## config.mk

```make
export PLATFORM = sky130hd
export DESIGN_NAME = irq_arbiter8
export DESIGN_NICKNAME = d
export VERILOG_FILES = /design/src/rtl/irq_arbiter8.sv
export SDC_FILE = /design/constraint.sdc
export NUM_CORES = 1
export LEC_CHECK = 0
export BUFFER_PORTS_ARGS = -buffer_cell sky130_fd_sc_hd__buf_2
export CORE_UTILIZATION = 53
export DETAILED_ROUTE_END_ITERATION = 12
export GPL_TIMING_DRIVEN = 0
export PLACE_DENSITY = 0.82
export SKIP_LAST_GASP = 1
export SLEW_MARGIN = 5
export SYNTH_ARGS = -nofsm -noshare
export SYNTH_HDL_FRONTEND = slang
export SYNTH_SLANG_ARGS = --single-unit
```

## constraint.sdc

```tcl
create_clock -name clk -period 3.6 [get_ports clk]
set_clock_uncertainty 0.1 [all_clocks]
set_input_delay 0.36 -clock clk [delete_from_list [all_inputs] [get_ports clk]]
set_output_delay 0.36 -clock clk [all_outputs]
set_load 0.01 [all_outputs]
```

## src/rtl/irq_arbiter8.sv

```systemverilog
// Eight-line level-request interrupt arbiter: edge-detected pending bits, sticky overflow flags,
// a writable enable mask and a valid/ready output that holds its selection until accepted.
module irq_arbiter8 #(
  parameter logic [7:0] MASK_RESET = 8'hFF
) (
  input  logic       clk,
  input  logic       rst,
  input  logic [7:0] req,
  input  logic       mask_wr,
  input  logic [7:0] mask_din,
  input  logic       ovf_clr,
  input  logic       irq_ready,
  output logic       irq_valid,
  output logic [7:0] irq_onehot,
  output logic [2:0] irq_id,
  output logic [7:0] pending,
  output logic [7:0] mask,
  output logic [7:0] ovf
);

  typedef enum logic {StIdle, StHold} state_e;

  state_e     state_q, state_d;
  logic [7:0] req_q;
  logic [7:0] pending_q, pending_d;
  logic [7:0] mask_q, mask_d;
  logic [7:0] ovf_q, ovf_d;
  logic [7:0] onehot_q, onehot_d;
  logic [2:0] id_q, id_d;

  logic [7:0] rise;
  logic [7:0] clr;
  logic [7:0] enabled;
  logic [7:0] top_onehot;
  logic [2:0] top_id;
  logic       accept;

  assign rise    = req & ~req_q;
  assign accept  = (state_q == StHold) & irq_ready;
  assign clr     = accept ? onehot_q : 8'h00;
  assign enabled = pending_q & mask_q;

  // Set beats clear; an overflow only counts when the bit is not being retired this edge.
  always_comb begin
    pending_d = (pending_q & ~clr) | rise;
    ovf_d     = (ovf_clr ? 8'h00 : ovf_q) | (rise & pending_q & ~clr);
    mask_d    = mask_wr ? mask_din : mask_q;
  end

  // Ascending scan so the highest enabled line is the one left standing.
  always_comb begin
    top_onehot = 8'h00;
    top_id     = 3'd0;
    for (int i = 0; i < 8; i++) begin
      if (enabled[i]) begin
        top_onehot    = 8'h00;
        top_onehot[i] = 1'b1;
        top_id        = i[2:0];
      end
    end
  end

  always_comb begin
    state_d  = state_q;
    onehot_d = onehot_q;
    id_d     = id_q;
    unique case (state_q)
      StIdle: begin
        if (|enabled) begin
          state_d  = StHold;
          onehot_d = top_onehot;
          id_d     = top_id;
        end else begin
          onehot_d = 8'h00;
          id_d     = 3'd0;
        end
      end
      StHold: begin
        // Accept always drops to idle for one cycle before the next pick.
        if (irq_ready) begin
          state_d  = StIdle;
          onehot_d = 8'h00;
          id_d     = 3'd0;
        end
      end
    endcase
  end

  // req_q resets high so a line held through reset release is not seen as a new edge.
  always_ff @(posedge clk or posedge rst) begin
    if (rst) begin
      state_q   <= StIdle;
      req_q     <= 8'hFF;
      pending_q <= 8'h00;
      mask_q    <= MASK_RESET;
      ovf_q     <= 8'h00;
      onehot_q  <= 8'h00;
      id_q      <= 3'd0;
    end else begin
      state_q   <= state_d;
      req_q     <= req;
      pending_q <= pending_d;
      mask_q    <= mask_d;
      ovf_q     <= ovf_d;
      onehot_q  <= onehot_d;
      id_q      <= id_d;
    end
  end

  assign irq_valid  = (state_q == StHold);
  assign irq_onehot = onehot_q;
  assign irq_id     = id_q;
  assign pending    = pending_q;
  assign mask       = mask_q;
  assign ovf        = ovf_q;

  a_onehot0: assert property (@(posedge clk) disable iff (rst) $onehot0(onehot_q));
  a_valid_onehot: assert property (@(posedge clk) disable iff (rst)
                                   irq_valid == (onehot_q != 8'h00));
  a_id_idle: assert property (@(posedge clk) disable iff (rst) !irq_valid |-> (id_q == 3'd0));

endmodule

```

==> run_results.csv, run 1 <==
group,metric,value,unit
synthesis,synth_area,0.00174,mm^2
pwr,vdd_drop_max,0.332,mV
setup_path,cp_max_fo,6,
global_route,antenna_found_initial,0,
synthesis,synth_area_leaders,"dfrtp_1, dfstp_2, nand2_1",
pwr,finalPower,1250,uW
cts,clock_path_buffers,2,
finish,fin_area,0.00217,mm^2
cts,cts.sink_count,44,
finish,synthToLayoutAreaGrowth,25.0,%
pwr,p_leak,0.00106,uW
worst_hold_path,holdCritPathClass,"in2reg",
die,start_util,56.4,%
cts,root_buffer,"clkbuf_4",
timing,max_freq,638,MHz
setup_path,crit_slowest_cell,"dfstp_2",
synthesis,netlist.area_leader.share,40.4,%
finish,mostFrequentLayoutCell,"buf_2",
finish,nets,235,
cts,cts.clk_slew.worst_paths,110,ps
routing,ant_nets,0,
placement,hpwl,2780,um
timing,finalHoldViolCount,0,
timing,max_slew_margin,40.8,%
die,core-area,0.00308,mm^2
timing,setup_viol,0,
setup_path,end_kind,"output pin",
global_route,grt_pass1_vias,1290,
finish,nFillCells,243,
timing,drv_slew,0,
global_route,globalRouteTotalUtil,24.9,%
setup_path,cp_top_family,"flip-flops",
cts,worstSkewPairLatency,350,ps
setup_path,worst_ep_arrival_time,1110,ps
placement,dp_cells,246,
timing,timing.final.ws_setup,2030,ps
synthesis,syn_nets,169,
die,rows,20,
timing,setup_tns,0,ps
routing,route.detailed.drc,0,
flow_run,max-cap-violations,0,
synthesis,synth_area_leader_cell,"dfrtp_1",
setup_path,cpPeakStageDelay,610,ps
synthesis,syn-instance-count,148,
setup_path,setup.worst_path.class,"reg2out",
finish,drive_gt1_share,42.8,%
synthesis,yosysUniqueCellTypes,24,
die,num_io_pins,57,
synthesis,ys_seq_area_share,64.6,%
synthesis,synth_seq_cells,44,
die,die_y,59.2,um
synthesis,ys_warn_count,0,
cts,cts_buffers,5,
timing,worst_pin_slew,887,ps
global_route,grt_max_degree,45,
routing,wl_per_cell,15.1,um
die,die-area,0.00351,mm^2
cts,cts_max_level,2,
finish,stdcell_count,259,
global_route,grt_overflow,0,
placement,place.gp.congestion,0.812,
timing,period_share,43.6,%
setup_path,critPathBufInv,1,
routing,vias,1407,
setup_path,worstPathCellList,"buf_2",
routing,vias_per_cell,5.43,
pwr,p_per_area,574,mW/mm^2
setup_path,startpoint_type,"register",
global_route,grt_pass1_wl,6100,um
cts,postCtsSetupRepairBufs,0,
routing,drt-pass1-iter-count,4,
synthesis,syn_area_per_cell,11.7,um^2
outcome,outcome,"finished clean",
finish,mostFrequentLayoutCells,"buf_2, nand2_1, dfrtp_1",
cts,tritoncts,"done",
finish,antenna_cells,0,
routing,wirelength,3920,um
setup_path,required,3140,ps
die,die_w,59.2,um
placement,dp_slack,2190,ps
timing,rsz0062_at_grt,"false",
timing,min_period,1570,ps
placement,placed_cell_area,0.00206,mm^2
routing,drt_iter0_markers,54,
placement,io_buffer_count,54,
## state kept, by name, summed over array words and instances (netlist names)
name / flops
irq_onehot: 8
mask: 8
ovf: 8
pending: 8
req_q: 8
irq_id: 3
irq_valid: 1
## Yosys cell counts, drive strengths merged
cell / count
inv: 10
mux2: 8
a21oi: 5
a22o: 4
o21ai: 1
a32o: 3
nand2b: 9
o31ai: 1
nand2: 34
and3: 2
a22oi: 3
or2: 1
nor2b: 1
a31oi: 2
dfrtp: 28
a32oi: 1
buf: 5
nor2: 1
o22ai: 10
nor3b: 1
dfstp: 16
and2: 2
## metal layers
metal  routed length (um)  GRT usage [%]
met5                    0              0
met4                  110           14.6
met3                  251           4.59
met2                 1950           39.2
met1                 1600           32.2
## cells by family (layout without fill, tap and decap cells)
logic type / Yosys count / after routing / synth area share (%)
AOI/OAI and AO/OA: 30 / 30 / 12.6
buffers and inverters: 15 / 82 / 3.53
DFF: 44 / 44 / 64.6
muxes: 8 / 8 / 5.19
and+or+nand+nor: 51 / 51 / 14.1
## layout make-up
cell class	count	area, um^2	area share (%)
sequential	44	1120	51.7
multi-input combinational	89	553	25.5
timing repair buffer	59	320	14.8
clock buffer	8	58.8	2.71
tap	44	55.1	2.54
inverter	10	37.5	1.73
buffer	5	23.8	1.10
## path summary, 6_finish.rpt
check,start,endpoint,slack [ps],cells past startpoint
setup / recovery,mask[3],mask[3],2030,1
hold / removal,req[6],req_q[6],9,1
setup reg to reg,pending[5],irq_valid,2130,4
hold reg to reg,pending[6],pending[6],440,2
max in group asynchronous,rst,ovf[6],2770,2
min in group asynchronous,rst,ovf[0],90,2
## power by group
group	internal, uW	switching (uW)
logic	147	204
clock network	96.5	144
registers	587	66.7
total	831	415
## per-stage QoR
step,hold slack [ps],utilization (%)
after global routing,0.292,70.5
final,8.92,70.5
after floorplan,264,-
after global placement,377,67.0
after detailed placement,378,67.0
after CTS,1.76,70.2
## what timing repair did
item                                   4_1_cts  5_1_grt
endpoints found under the hold margin        4        1
hold buffers                                 4        1
resized for setup                            0        0
Power figures use the tool's default switching activity.
==> inputs of run 2 (changes only) <==
ABC_AREA = 1   (was not set)
CORE_UTILIZATION = 49   (was 53)
PLACE_DENSITY = 0.77   (was 0.82)
clock period = 1.57 ns   (was 3.6 ns; I/O delays follow)
==> run 2 against run 1 <==
Combinational power up 120%. Sequential power up 120%. Clock-buffer cell count is the same. Setup slack got worse by 1900 ps. Critical endpoint is now ovf[5]. Flip-flop and latch count is the same. Global-route usage shrank 2.5 points. Routed wire length down 4.5%. Synthesized cell count rose by 14%. Sequential share of layout area fell by 2.8 points. Design area rose by 5.8%.
==> run_results.csv, run 2 <==
group,metric,value,unit
timing,drv_slew,0,
routing,vias_per_cell,4.82,
global_route,grt_max_degree,27,
global_route,grt_overflow,0,
routing,wl_per_cell,12.7,um
finish,nets,269,
synthesis,synth_edf_count,0,
setup_path,setup.worst_path.class,"reg2reg",
timing,rsz0062_at_grt,"false",
die,die-area,0.00375,mm^2
pwr,p_leak,0.00114,uW
setup_path,worst_ep_arrival_time,1560,ps
synthesis,synth_common_cells,"nand2_1, inv_1, dfrtp_1",
cts,cts_max_level,2,
routing,drt_iter0_markers,62,
setup_path,timing.reg2reg.setup_slack,110,ps
timing,finalHoldViolCount,0,
routing,wirelength,3740,um
setup_path,cpPeakStageDelay,530,ps
setup_path,crit_slowest_cell,"dfrtp_1",
routing,ant_nets,0,
synthesis,synth_area_leaders,"dfrtp_1, dfstp_2, nand2_1",
global_route,antenna_found_initial,0,
synthesis,ys_seq_area_share,65.2,%
die,num_io_pins,57,
finish,antenna_cells,0,
finish,fin_util,68.8,%
synthesis,synth_seq_cells,44,
timing,worst_pin_slew,454,ps
cts,cts.sink_count,44,
synthesis,synthArstFlopShare,100,%
cts,clock_path_buffers,2,
setup_path,critPathBufInv,0,
pwr,p_per_area,1200,mW/mm^2
synthesis,syn-instance-count,168,
placement,dp_cells,269,
synthesis,netlist.area_leader.share,40.8,%
timing,min_period,1460,ps
timing,setup_tns,0,ps
placement,place.gp.congestion,0.818,
setup_path,required,1670,ps
die,die_y,61.2,um
setup_path,end_kind,"register",
outcome,outcome,"finished clean",
cts,cts_buffers,5,
setup_path,cp_top_family,"flip-flops",
setup_path,startpoint_type,"register",
synthesis,synth_ff_type,"dfrtp_1",
placement,io_buffer_count,54,
routing,route.detailed.drc,0,
cts,worstSkewPairLatency,340,ps
global_route,grt_pass1_vias,1291,
synthesis,ys_warn_count,0,
worst_hold_path,holdCritPathClass,"in2reg",
synthesis,syn_area_per_cell,10.2,um^2
placement,hpwl,2540,um
timing,max_freq,687,MHz
die,rows,21,
routing,drt-pass1-iter-count,4,
finish,synthToLayoutAreaGrowth,33.6,%
timing,period_share,92.7,%
finish,stdcell_count,295,
pwr,vdd_drop_max,0.829,mV
synthesis,synth.most_common_cell,"nand2_1",
cts,cts_resized,0,
setup_path,cp_max_fo,8,
finish,nFillCells,270,
global_route,globalRouteTotalUtil,22.3,%
flow_run,max-cap-violations,0,
global_route,grt_pass1_wl,5950,um
die,start_util,51.5,%
cts,cts.clk_slew.worst_paths,120,ps
synthesis,yosysUniqueCellTypes,16,
timing,max_slew_margin,69.8,%
finish,mostFrequentLayoutCell,"buf_2",
timing,setup_viol,0,
synthesis,syn_nets,189,
finish,drive_gt1_share,35.7,%
finish,mostFrequentLayoutCells,"buf_2, nand2_1, inv_1",
finish,multi_input_area,469,um^2
setup_path,worstPathCellList,"nand2_1, o21ai_0, o22ai_1",
die,core-area,0.00334,mm^2
synthesis,synth_area_leader_cell,"dfrtp_1",
synthesis,synth_area,0.00172,mm^2
die,die_w,61.2,um
finish,seq_area,0.00112,mm^2
cts,tritoncts,"done",
cts,root_buffer,"clkbuf_4",
routing,vias,1422,
run 2: path summary, 6_finish.rpt:
path	startpoint	endpoint	cells past startpoint
setup / recovery	irq_valid	ovf[5]	3
hold / removal	mask_wr	mask[0]	2
setup reg to reg	irq_valid	ovf[5]	3
hold reg to reg	irq_id[0]	irq_id[0]	2
max in group asynchronous	rst	mask[3]	4
min in group asynchronous	rst	irq_onehot[6]	3
run 2: area by class of cell:
cell class | instances | area share (%)
Sequential cell | 44 | 48.8
Timing Repair Buffer | 73 | 20.5
Multi-Input combinational cell | 90 | 20.4
Clock buffer | 8 | 2.13
Inverter | 32 | 5.23
Buffer | 2 | 0.381
Tap cell | 46 | 2.51
run 2: layer usage:
metal  routed length [um]  vias to the layer above  GRT usage [%]
li1                     -                      701              -
met1                 1660                      671           28.9
met5                    0                        -              0
met4                   61                        0           8.44
met3                  168                        6           5.04
met2                 1850                       44           36.8
run 2: logic make-up (layout without fill, tap and decap cells):
family	after synthesis	in the layout	share of synthesized area [%]
buffers and inverters	34	115	7.50
and+or+nand+nor	52	52	12.3
AOI/OAI and AO/OA	30	30	9.75
DFF	44	44	65.2
muxes	8	8	5.24
run 2: where the power goes:
part           total [uW]  switching, uW  internal (uW)
combinational         774            465            308
sequential           1470            130           1340
clock                 503            324            179
run 2: worst register-to-register path, delay by kind of cell, from the launching register on:
kind | cells | cell delay [ps]
AND/OR/NAND/NOR | 1 | 270
AO/OA/AOI/OAI | 2 | 420
flip-flops | 1 | 530
run 2: what timing repair did:
item	in CTS	in global routing
setup buffers	0	0
hold buffers	18	0
hold endpoints to repair	45	0
run 2: per-stage QoR:
stage | total power (uW) | cell area [um^2] | setup WS (ps) | hold WS (ps)
after global placement | 2190 | 2050 | -238 | 172
final | 2750 | 2300 | 114 | 179
after detailed placement | 2230 | 2070 | 161 | 75.8
after global routing | 2920 | 2300 | 16.5 | 157
after CTS | 2760 | 2300 | 132 | 159
after floorplan | 1910 | 1720 | 308 | 61.5
